$ cat src/rtl/cray_bxfer_pkg.sv
// Shared types and constants for the B-register block-transfer sequencer (Cray 034/035).
package cray_bxfer_pkg;

  typedef enum logic [2:0] {
    IDLE,
    LD_RUN,
    ST_FETCH,
    ST_CAPT,
    ST_REQ,
    DONE
  } bxfer_state_e;

  localparam logic DIR_LOAD  = 1'b0;
  localparam logic DIR_STORE = 1'b1;

  localparam int BXFER_MAX_COUNT = 64;
  localparam int BXFER_CNT_W     = 7;

endpackage

$ cat src/rtl/bxfer_cnt.sv
// 7-bit clearable up-counter with a terminal compare against the latched word count.
module bxfer_cnt
  import cray_bxfer_pkg::*;
(
  input  logic                   clk,
  input  logic                   rst,
  input  logic                   i_clr,
  input  logic                   i_inc,
  input  logic [BXFER_CNT_W-1:0] i_n,
  output logic [BXFER_CNT_W-1:0] o_cnt,
  output logic                   o_term
);

  logic [BXFER_CNT_W-1:0] cnt_q, cnt_d;

  // NOTE: combinational blocks assign every output a default first (no latch) and use "=";
  //       clocked blocks use "<=" only.
  always_comb begin
    cnt_d = cnt_q;
    if (i_clr)      cnt_d = '0;
    else if (i_inc) cnt_d = cnt_q + BXFER_CNT_W'(1);
  end

  always_ff @(posedge clk or negedge rst) begin
    if (!rst) cnt_q <= '0;
    else      cnt_q <= cnt_d;
  end

  assign o_cnt  = cnt_q;
  assign o_term = (cnt_q == i_n);

endmodule

$ cat src/rtl/b_block_xfer.sv
// B-register block-transfer sequencer (034 memory->B, 035 B->memory).
// Optional abort input is built in when CRAY_BXFER_ABORT_EN is defined.
module b_block_xfer
  import cray_bxfer_pkg::*;
#(
  parameter int WIDTH    = 24,
  parameter int LOGDEPTH = 6,
  parameter int AWIDTH   = 24,
  parameter int MWIDTH   = 64
) (
  input  logic                clk,
  input  logic                rst,
  input  logic                i_start,
  input  logic                i_dir,
  input  logic [LOGDEPTH-1:0] i_jk,
  input  logic [AWIDTH-1:0]   i_ak,
  input  logic [AWIDTH-1:0]   i_a0,
`ifdef CRAY_BXFER_ABORT_EN
  input  logic                i_abort,
`endif
  output logic                o_busy,
  output logic                o_done,
  output logic                o_mem_req,
  output logic                o_mem_wr,
  output logic [AWIDTH-1:0]   o_mem_addr,
  output logic [MWIDTH-1:0]   o_mem_wdata,
  input  logic                i_mem_ack,
  input  logic                i_mem_rvalid,
  input  logic [MWIDTH-1:0]   i_mem_rdata,
  output logic                o_b_wr_en,
  output logic [LOGDEPTH-1:0] o_b_wr_addr,
  output logic [WIDTH-1:0]    o_b_wr_data,
  output logic [LOGDEPTH-1:0] o_b_rd_addr,
  input  logic [WIDTH-1:0]    i_b_rd_data
);

  bxfer_state_e           state_q, state_d;
  logic                   dir_q, dir_d;
  logic [BXFER_CNT_W-1:0] n_q, n_d;
  logic [LOGDEPTH-1:0]    jk_q, jk_d;
  logic [AWIDTH-1:0]      a0_q, a0_d;
  logic [LOGDEPTH-1:0]    b_rd_addr_q, b_rd_addr_d;
  logic [WIDTH-1:0]       wdata_q, wdata_d;
  logic                   b_wr_en_q, b_wr_en_d;
  logic [LOGDEPTH-1:0]    b_wr_addr_q, b_wr_addr_d;
  logic [WIDTH-1:0]       b_wr_data_q, b_wr_data_d;

  logic                   cnt_clr, req, ret_inc, abort_w;
  logic [BXFER_CNT_W-1:0] iss_cnt, ret_cnt;
  logic                   iss_term, ret_term, iss_last;

  // Only the low WIDTH bits of a memory word reach the B file.
  logic unused_rdata_hi;
  assign unused_rdata_hi = ^i_mem_rdata[MWIDTH-1:WIDTH];

`ifdef CRAY_BXFER_ABORT_EN
  // Abort is sticky for the rest of the transfer so a one-cycle pulse is enough.
  logic abort_q, abort_d;
  always_comb begin
    abort_d = abort_q | i_abort;
    if (state_q == IDLE) abort_d = 1'b0;
  end
  always_ff @(posedge clk or negedge rst) begin
    if (!rst) abort_q <= 1'b0;
    else      abort_q <= abort_d;
  end
  assign abort_w = abort_q | i_abort;
`else
  assign abort_w = 1'b0;
`endif

  bxfer_cnt u_iss_cnt (
    .clk    (clk),
    .rst    (rst),
    .i_clr  (cnt_clr),
    .i_inc  (req & i_mem_ack),
    .i_n    (n_q),
    .o_cnt  (iss_cnt),
    .o_term (iss_term)
  );

  bxfer_cnt u_ret_cnt (
    .clk    (clk),
    .rst    (rst),
    .i_clr  (cnt_clr),
    .i_inc  (ret_inc),
    .i_n    (n_q),
    .o_cnt  (ret_cnt),
    .o_term (ret_term)
  );

  assign iss_last = ((iss_cnt + BXFER_CNT_W'(1)) == n_q);

  always_comb begin
    state_d     = state_q;
    dir_d       = dir_q;
    n_d         = n_q;
    jk_d        = jk_q;
    a0_d        = a0_q;
    b_rd_addr_d = b_rd_addr_q;
    wdata_d     = wdata_q;
    b_wr_en_d   = 1'b0;
    b_wr_addr_d = b_wr_addr_q;
    b_wr_data_d = b_wr_data_q;
    cnt_clr     = 1'b0;
    req         = 1'b0;
    ret_inc     = 1'b0;

    case (state_q)
      IDLE: begin
        if (i_start) begin
          dir_d       = i_dir;
          n_d         = (i_ak > AWIDTH'(BXFER_MAX_COUNT)) ? BXFER_CNT_W'(BXFER_MAX_COUNT)
                                                          : BXFER_CNT_W'(i_ak);
          jk_d        = i_jk;
          a0_d        = i_a0;
          b_rd_addr_d = i_jk;
          cnt_clr     = 1'b1;
          state_d     = (i_dir == DIR_STORE) ? ST_FETCH : LD_RUN;
        end
      end
      LD_RUN: begin
        req = !iss_term && !abort_w;
        if (i_mem_rvalid && !ret_term) begin
          ret_inc     = 1'b1;
          b_wr_en_d   = 1'b1;
          b_wr_addr_d = jk_q + LOGDEPTH'(ret_cnt);
          b_wr_data_d = i_mem_rdata[WIDTH-1:0];
        end
        // An aborted load still drains every request already accepted by memory.
        if (ret_term || (abort_w && (ret_cnt == iss_cnt))) state_d = DONE;
      end
      ST_FETCH: state_d = (iss_term || abort_w) ? DONE : ST_CAPT;
      ST_CAPT: begin
        wdata_d = i_b_rd_data;
        state_d = abort_w ? DONE : ST_REQ;
      end
      ST_REQ: begin
        req = 1'b1;
        if (i_mem_ack) begin
          b_rd_addr_d = b_rd_addr_q + LOGDEPTH'(1);
          state_d     = (iss_last || abort_w) ? DONE : ST_FETCH;
        end
      end
      DONE:    state_d = IDLE;
      default: state_d = IDLE;
    endcase
  end

  always_ff @(posedge clk or negedge rst) begin
    if (!rst) begin
      state_q     <= IDLE;
      dir_q       <= DIR_LOAD;
      n_q         <= '0;
      jk_q        <= '0;
      a0_q        <= '0;
      b_rd_addr_q <= '0;
      wdata_q     <= '0;
      b_wr_en_q   <= 1'b0;
      b_wr_addr_q <= '0;
      b_wr_data_q <= '0;
    end else begin
      state_q     <= state_d;
      dir_q       <= dir_d;
      n_q         <= n_d;
      jk_q        <= jk_d;
      a0_q        <= a0_d;
      b_rd_addr_q <= b_rd_addr_d;
      wdata_q     <= wdata_d;
      b_wr_en_q   <= b_wr_en_d;
      b_wr_addr_q <= b_wr_addr_d;
      b_wr_data_q <= b_wr_data_d;
    end
  end

  assign o_busy      = (state_q != IDLE) && (state_q != DONE);
  assign o_done      = (state_q == DONE);
  assign o_mem_req   = req;
  assign o_mem_wr    = req && (dir_q == DIR_STORE);
  assign o_mem_addr  = req ? (a0_q + AWIDTH'(iss_cnt)) : '0;
  assign o_mem_wdata = MWIDTH'(wdata_q);
  assign o_b_wr_en   = b_wr_en_q;
  assign o_b_wr_addr = b_wr_addr_q;
  assign o_b_wr_data = b_wr_data_q;
  assign o_b_rd_addr = b_rd_addr_q;

endmodule

$ cat config.mk
export PLATFORM = sky130hd
export DESIGN_NAME = b_block_xfer
export DESIGN_NICKNAME = d
export VERILOG_FILES = /design/src/rtl/cray_bxfer_pkg.sv /design/src/rtl/bxfer_cnt.sv /design/src/rtl/b_block_xfer.sv
export SDC_FILE = /design/constraint.sdc
export NUM_CORES = 1
export LEC_CHECK = 0
export CAP_MARGIN = 5
export CELL_PAD_IN_SITES_DETAIL_PLACEMENT = 1
export CELL_PAD_IN_SITES_GLOBAL_PLACEMENT = 2
export CORE_AREA = 10 10 139 141
export CTS_CLUSTER_DIAMETER = 40
export CTS_CLUSTER_SIZE = 12
export DETAILED_ROUTE_END_ITERATION = 12
export DIE_AREA = 0 0 149 151
export DONT_BUFFER_PORTS = 1
export GPL_TIMING_DRIVEN = 0
export HOLD_SLACK_MARGIN = 0.06
export PLACE_DENSITY = 0.83
export SLEW_MARGIN = 20
export SYNTH_ARGS = -nofsm -noshare
export SYNTH_HDL_FRONTEND = slang
export SYNTH_HIERARCHICAL = 1
export SYNTH_SLANG_ARGS = --single-unit
$ cat constraint.sdc
create_clock -name clk -period 4.15 [get_ports clk]
set_clock_uncertainty 0.15 [all_clocks]
set_input_delay 1.0375 -clock clk [delete_from_list [all_inputs] [get_ports clk]]
set_output_delay 1.0375 -clock clk [all_outputs]
set_load 0.01 [all_outputs]
==> flow_summary_export.csv <==
group,metric,value,unit
sta,max_clock_freq,250,MHz
yosys,synth.distinct_cells,54,
clocking,cts_sinks,116,
floorplanning,fp.dieW,149,µm
detailed_routing,drt_iter0_drc,250,
min_path,hp-class,"input pin to async pin",
critical_path,crit_fanout,10,
critical_path,cp_cell_sequence,"ha_1 -> nand2_1 -> nor3b_2 -> o211ai_1 -> a21boi_0 -> mux2i_2",
clocking,cts_buffers,17,
yosys,yosysWarnings,6,
sta,whs,175,ps
run,maxCapViolCount,0,
cells_and_area,drive_above_1_share,15.3,%
critical_path,critPathCaptureType,"output pin",
sta,tightest_slew,805,ps
cells_and_area,area_growth,16.3,%
power,power_leakage,3.49,nW
critical_path,crit_slowest_cell,"dfrtp_1",
detailed_routing,wl,19500,µm
sta,maxSlewViolCount,0,
yosys,syn-cell-area,6310,µm²
clocking,cts_htree_levels,4,
yosys,async_flop_share,100,%
placement,gp_congestion,0.810,
clocking,ctsHoldBuffers,0,
yosys,yosys.area.top_type,"dfrtp_1",
cells_and_area,diodes,0,
sta,slew_headroom,45.9,%
sta,timing.final.setup_violations,0,
global_routing,antenna_found_initial,0,
floorplanning,core_area,16500,µm²
clocking,clk_pin_slew,50,ps
yosys,synth_top_area_share,46.0,%
clocking,clockRootBuffer,"clkbuf_16",
floorplanning,die_h,151,µm
power,finalPower,5.11,mW
critical_path,critPathKind,"register to output pin",
critical_path,max_stage_delay,520,ps
critical_path,start_kind,"register",
yosys,ys_seq_elements,116,
floorplanning,die_area,22500,µm²
floorplanning,placement_rows,47,
detailed_routing,viasPerCell,5.10,
yosys,synth_edf_count,0,
global_routing,track_usage,16.7,%
detailed_routing,first_pass_iters,4,
clocking,cts_tree,"yes",
floorplanning,num_io_pins,277,
status,status,"finished clean",
critical_path,arrival,2820,ps
clocking,clk_latency,410,ps
power,powerDensity,697,nW/µm²
yosys,synth_flop_cell,"dfrtp_1",
clocking,ctsLongestPathBuffers,2,
critical_path,required,2960,ps
sta,fin_tns_setup,0,ps
yosys,yosysSeqAreaShare,46.0,%
yosys,syn_area_per_cell,9.12,µm²
global_routing,grt_max_degree,117,
sta,period_needed,4000,ps
power,peakVddDrop,0.260,mV
placement,post-place-ws,315,ps
yosys,synth_cells,692,
global_routing,grt.overflow.total,0,
sta,period_share,96.5,%
placement,io_buffers,0,
global_routing,grt_pass1_vias,5518,
detailed_routing,drc,0,
cells_and_area,nNetsFinal,917,
sta,setup_slack,146,ps
placement,hpwl,15000,µm
floorplanning,start_util,38.3,%
yosys,synth.area.top_cells,"dfrtp_1 (46%), nand2_1 (12%), buf_4 (5.0%), xor2_1 (4.3%), mux2_2 (4.3%)",
detailed_routing,vias,5015,
detailed_routing,ant_nets,0,
sta,finalHoldViolations,0,
detailed_routing,wl_per_cell,19.8,µm
global_routing,grt_first_pass_wirelength,30000,µm
[state kept, by name, summed over array words and instances (netlist names)]
register         cells
o_b_wr_addr          6
dir_q                1
o_b_wr_data         24
wdata_q             24
u_ret_cnt/o_cnt      7
n_q                  7
o_b_rd_addr          6
state_q              3
u_iss_cnt/o_cnt      7
o_b_wr_en            1
a0_q                24
jk_q                 6
[metrics by stage]
stage	cells	cell area [µm²]	utilization [%]
floorplan	731	6460	-
global placement	951	6730	40.9
detailed placement	951	6730	40.9
CTS	984	7320	44.4
global route	984	7340	44.6
finish	984	7340	44.6
[placed cells by master (no fill, tap or decap), types with 5 or more instances in the layout]
master | Yosys | layout
clkbuf_16 | 0 | 17
o22ai_1 | 5 | 5
nand2_1 | 197 | 197
nor2b_1 | 5 | 5
ha_1 | 16 | 16
nand3_1 | 17 | 17
inv_1 | 10 | 10
nor2_1 | 37 | 37
conb_1 | 1 | 40
buf_4 | 42 | 43
nand4_1 | 15 | 15
mux2_2 | 24 | 24
xnor2_1 | 16 | 16
or3_1 | 6 | 6
a21oi_1 | 28 | 28
dfrtp_1 | 116 | 113
a22o_1 | 6 | 6
o21ai_0 | 25 | 25
and3_1 | 6 | 6
nand2b_1 | 7 | 7
xor2_1 | 31 | 31
mux2i_1 | 9 | 7
clkbuf_1 | 14 | 14
[kinds of logic (layout without fill, tap and decap cells)]
| logic type | count (synthesis) | count (layout) | synth area share (%) |
|---|---|---|---|
| and+or+nand+nor | 316 | 316 | 22.4 |
| DFF | 116 | 116 | 46.0 |
| AOI/OAI and AO/OA | 87 | 87 | 8.51 |
| buffers and inverters | 74 | 107 | 6.98 |
| xor gates and xnor gates | 47 | 47 | 6.52 |
| muxes | 33 | 33 | 5.71 |
| adders and majority gates | 18 | 18 | 3.81 |
| other | 1 | 40 | 0.0594 |
[cell usage after synthesis, types with 6 or more instances]
library cell	count
dfrtp_1	116
xnor2_1	16
and3_1	6
ha_1	16
mux2i_1	9
nand4_1	15
clkbuf_1	14
mux2_2	24
nand2b_1	7
a22o_1	6
nand3_1	17
o21ai_0	25
buf_4	42
a21oi_1	28
nand2_1	197
or3_1	6
xor2_1	31
nor2_1	37
inv_1	10
[area by class of cell]
type                    instances  area [µm²]
clock inverters                13         124
fillers                      1938        9130
well taps                     220         275
plain buffers                  62         397
flip-flops and latches        116        2910
multi-input cells             541        3140
repair buffers                  1        7.51
inverters                      12        45.0
clock buffers                  19         443
[power breakdown]
group	switching (mW)	internal, mW	leakage, nW
combinational	0.897	0.665	1.80
sequential	0.606	1.54	1.42
clock	0.557	0.846	0.271
[final timing paths]
path | to | cells past startpoint | from | slack (ps)
max | o_mem_addr[13] | 6 | u_iss_cnt/o_cnt[3] | 150
min | u_iss_cnt/o_cnt[1] | 0 | rst | 180
max reg2reg | u_ret_cnt/o_cnt[3] | 11 | u_ret_cnt/o_cnt[0] | 780
min reg2reg | dir_q | 2 | dir_q | 330
max in group asynchronous | a0_q[22] | 0 | rst | 3480
min in group clk | dir_q | 2 | dir_q | 330
[metal layers]
layer  wire length [µm]  global-route usage (%)
met1               7850                    19.0
met3               1250                    4.59
met2              10100                    29.6
met5                  0                       0
met4                289                    5.35
[worst max-delay path, delay by kind of cell (launching register included)]
| kind | cells | cell delay, ps |
|---|---|---|
| compound gates | 2 | 650 |
| flops | 1 | 520 |
| simple gates | 2 | 470 |
| fa+ha+maj | 1 | 420 |
| mux | 1 | 340 |
[repair_timing]
action	CTS	global route
endpoints found under the setup margin	18	9
resized for setup	2	6
pin swaps	1	0
buffers inserted	1	0
Note: power is estimated with default switching activity, not from simulation.
